==> src/rtl/aiken_pkg.sv <==
// Shared Aiken (2421) code constants and digit type for the Aiken decoder slice.
package aiken_pkg;

    typedef logic [3:0] aik_digit_t;

    localparam aik_digit_t AIK_0 = 4'b0000;
    localparam aik_digit_t AIK_1 = 4'b0001;
    localparam aik_digit_t AIK_2 = 4'b0010;
    localparam aik_digit_t AIK_3 = 4'b0011;
    localparam aik_digit_t AIK_4 = 4'b0100;
    localparam aik_digit_t AIK_5 = 4'b1011;
    localparam aik_digit_t AIK_6 = 4'b1100;
    localparam aik_digit_t AIK_7 = 4'b1101;
    localparam aik_digit_t AIK_8 = 4'b1110;
    localparam aik_digit_t AIK_9 = 4'b1111;

    localparam aik_digit_t AIK_BIN_INVALID = 4'd0;

endpackage

==> src/rtl/aik_2_b_lut.sv <==
// Combinational Aiken (2421) to binary decode; usable unclocked on its own.
module aik_2_b_lut
    import aiken_pkg::*;
(
    input  logic [3:0] aiken,
    output logic [3:0] bin_c,
    output logic       invalid_c
);

    always_comb begin
        bin_c     = AIK_BIN_INVALID;
        invalid_c = 1'b0;
        case (aiken)
            AIK_0:   bin_c = 4'd0;
            AIK_1:   bin_c = 4'd1;
            AIK_2:   bin_c = 4'd2;
            AIK_3:   bin_c = 4'd3;
            AIK_4:   bin_c = 4'd4;
            AIK_5:   bin_c = 4'd5;
            AIK_6:   bin_c = 4'd6;
            AIK_7:   bin_c = 4'd7;
            AIK_8:   bin_c = 4'd8;
            AIK_9:   bin_c = 4'd9;
            // 0101..1010 are the six unused 2421 patterns
            default: invalid_c = 1'b1;
        endcase
    end

endmodule

==> src/rtl/aik_2_b.sv <==
// Aiken (2421) to binary decoder with one-cycle registered bin/invalid outputs.
module aik_2_b
    import aiken_pkg::*;
(
    input  logic       clk,
    input  logic       rst,
    input  logic [3:0] aiken,
    output logic [3:0] bin,
    output logic       invalid
);

    logic [3:0] w_bin_c;
    logic       w_invalid_c;
    logic [3:0] r_bin;
    logic       r_invalid;

    aik_2_b_lut u_lut (
        .aiken     (aiken),
        .bin_c     (w_bin_c),
        .invalid_c (w_invalid_c)
    );

    always_ff @(posedge clk or posedge rst) begin
        if (rst) begin
            r_bin     <= AIK_BIN_INVALID;
            r_invalid <= 1'b0;
        end else begin
            r_bin     <= w_bin_c;
            r_invalid <= w_invalid_c;
        end
    end

    assign bin     = r_bin;
    assign invalid = r_invalid;

endmodule

==> config.mk <==
export PLATFORM = sky130hd
export DESIGN_NAME = aik_2_b
export DESIGN_NICKNAME = d
export VERILOG_FILES = /design/src/rtl/aiken_pkg.sv /design/src/rtl/aik_2_b_lut.sv /design/src/rtl/aik_2_b.sv
export SDC_FILE = /design/constraint.sdc
export NUM_CORES = 1
export LEC_CHECK = 0
export BUFFER_PORTS_ARGS = -buffer_cell sky130_fd_sc_hd__buf_2
export CORE_AREA = 10 10 47 49
export DETAILED_ROUTE_END_ITERATION = 6
export DIE_AREA = 0 0 57 59
export MAX_ROUTING_LAYER = met4
export PLACE_DENSITY = 0.45
export SYNTH_ARGS = -nofsm -noshare
export SYNTH_HDL_FRONTEND = slang
export SYNTH_SLANG_ARGS = --single-unit
==> constraint.sdc <==
create_clock -name clk -period 0.8 [get_ports clk]
set_clock_uncertainty 0.2 [all_clocks]
set_input_delay 0.12 -clock clk [delete_from_list [all_inputs] [get_ports clk]]
set_output_delay 0.12 -clock clk [all_outputs]
set_load 0.02 [all_outputs]
==> flow_metrics.env <==
export IMPL_status="finished with violations"
export IMPL_violations="negative hold slack, negative setup slack"
export IMPL_num_antenna_cells=0
export IMPL_hold_path_class="in2reg"
export IMPL_synth_area_leader_cell="dfrtp_1"
export IMPL_cp_start_kind="flip-flop"
export IMPL_drt_iter0_markers=1
export IMPL_cts_sinks=5
export IMPL_clockBufferDepth=2
export IMPL_layout_common_cells="dfrtp_1 (5), buf_2 (5), buf_6 (5)"
export IMPL_worstHoldStart="aiken[2]"
export IMPL_grt_antenna_before_repair=0
export IMPL_period_needed_ps=1050
export IMPL_placedInstanceArea_sq_um=310
export IMPL_floorplan_initialDensity_pct=15.5
export IMPL_leakage_nw=0.194
export IMPL_setup_viol=5
export IMPL_wl_um=537
export IMPL_syn_to_final_growth_pct=73.6
export IMPL_crit_start="bin[2]"
export IMPL_path_class="reg2out"
export IMPL_fmax_mhz=952
export IMPL_drive_above_1_share_pct=45.9
export IMPL_grt_util_all_layers_pct=3.66
export IMPL_crit_cells=1
export IMPL_vias_per_cell=3.75
export IMPL_yosysTopAreaCellShare_pct=57.5
export IMPL_pwr_share_seq_pct=40.2
export IMPL_dr_total_vias=199
export IMPL_yosysWarnings=0
export IMPL_finalCritPeriodShare_pct=131
export IMPL_synth_area_sq_um=218
export IMPL_slew_headroom_pct=90.1
export IMPL_fin_area_sq_um=378
export IMPL_rows=14
export IMPL_cts_setup_buffers=0
export IMPL_power_frac_comb_pct=19.3
export IMPL_ys_ff_latch=5
export IMPL_crit_chain="buf_6"
export IMPL_nNetsFinal=44
export IMPL_whs_ps=-6.63
export IMPL_chipHeight_um=59
export IMPL_hold_viol=1
export IMPL_synthTopCellsByArea="dfrtp_1 (57%), nand2b_1 (11%), mux2i_1 (4.6%)"
export IMPL_cp_slowest_stage_delay_ps=360
export IMPL_cts_tree="yes"
export IMPL_arrival_ps=730
export IMPL_cp_max_fo=1
export IMPL_path_delay_family="flip-flops"
export IMPL_p_per_area_nw_per_um2=1830
export IMPL_postCtsHoldBufs=1
export IMPL_drc=0
export IMPL_dp_cells=48
export IMPL_slowest_stage="dfrtp_1"
export IMPL_worst_path_buf_inv=1
export IMPL_ir_worst_vdd_uv=433
export IMPL_ant_nets=0
export IMPL_cts_root_buf="clkbuf_4"
export IMPL_grt_setup_unrepaired="yes"
export IMPL_internal_power_uw=529
export IMPL_grt_pass1_wl_um=876
export IMPL_ys_seq_area_share_pct=57.5
export IMPL_pre_cts_slack_ps=-120
export IMPL_fin_cells=53
export IMPL_worstSetupEndpoint="bin[2]"
export IMPL_coreArea_sq_um=1400
export IMPL_power_switching_uw=162
export IMPL_wl_per_cell_um=10.1
export IMPL_synth_distinct_cells=12
export IMPL_power_uw=691
export IMPL_slew_violations=0
export IMPL_cts_made_buffers=3
export IMPL_io_pins=11
export IMPL_maxCapViolations=0
export IMPL_syn_nets=25
export IMPL_gr_total_overflow=0
export IMPL_firstDrtPassIters=2
export IMPL_fillers=160
export IMPL_place_hpwl_um=466
export IMPL_die_area_sq_um=3360
export IMPL_die_w_um=57
export IMPL_swShare_pct=23.4
export IMPL_grt_pass1_vias=217
export IMPL_port_buffers=10
export IMPL_gp_congestion=0.626
export IMPL_clock_power_share_pct=40.5
export IMPL_crit_required_ps=480
export IMPL_postSynthCellCount=19
export IMPL_timing_final_ws_setup_ps=-250
export IMPL_grt_max_degree=8
export IMPL_end_kind="output pin"
export IMPL_synth_avg_cell_area_sq_um=11.5
export IMPL_tightest_slew_ps=144
export IMPL_htree_levels=1
export IMPL_clk_pin_slew_ps=40
## sequential cells by signal, summed over array words and instances, names as in the netlist
register	cells
invalid	1
bin	4
## metrics by stage
stage                     utilization, %  setup TNS [ps]  hold WS [ps]
after floorplan                        -               0          -301
after global placement              22.1            -316          -193
after detailed placement            22.1            -452          -179
after CTS                           27.0           -1310         -10.5
after global routing                27.0           -1380        -0.937
final                               27.0           -1230         -6.63
## cells by family (layout without fill, tap and decap cells)
| family | after synthesis | count (layout) | synth area share (%) |
|---|---|---|---|
| mux | 1 | 1 | 4.60 |
| compound gates | 3 | 3 | 9.77 |
| buf+inv | 1 | 19 | 1.72 |
| flops | 5 | 5 | 57.5 |
| simple gates | 9 | 9 | 26.4 |
## worst min-delay path by stage
stage | depth (start not counted) | to
floorplan | 1 | bin[0]
global placement | 2 | bin[0]
detailed placement | 2 | bin[2]
CTS | 3 | bin[1]
global route | 3 | bin[1]
finish | 3 | bin[1]
## power groups by stage
stage                     registers (mW)  clock network (mW)  logic (mW)
after floorplan                    0.300                   0      0.0307
after global placement             0.277                   0       0.107
after detailed placement           0.277                   0       0.112
after CTS                          0.278               0.298       0.135
after global routing               0.280               0.306       0.144
final                              0.278               0.280       0.133
## routing by layer
metal / track usage [%] / share of wire [%] / routed length [um]
met5: - / 0 / 0
met3: 3.00 / 15 / 83
met2: 4.19 / 36 / 196
met1: 3.50 / 48 / 258
met4: 4.03 / 0 / 0
## area by class of cell
cell class                      instances  area (sq um)  share of cell area (%)
Timing Repair Buffer                   14           114                    30.1
Tap cell                               16          20.0                    5.30
Sequential cell                         5           125                    33.1
Multi-Input combinational cell         13          88.8                    23.5
Clock buffer                            4          26.3                    6.95
Inverter                                1          3.75                   0.993
## cells in the mapped netlist
master and count:
dfrtp_1 5, nand2b_1 4, o211a_1 1, and2_1 1, nor2_1 1, o21ai_1 1
and3_2 1, mux2i_1 1, nor2b_1 1, inv_1 1, nand4b_1 1, o22ai_1 1
## repair_timing
item | 4_1_cts | 5_1_grt
gates cloned | 0 | 0
resized for setup | 10 | 0
hold endpoints to repair | 7 | 1
endpoints found under the setup margin | 5 | 5
(Power assumes the default switching activity.)
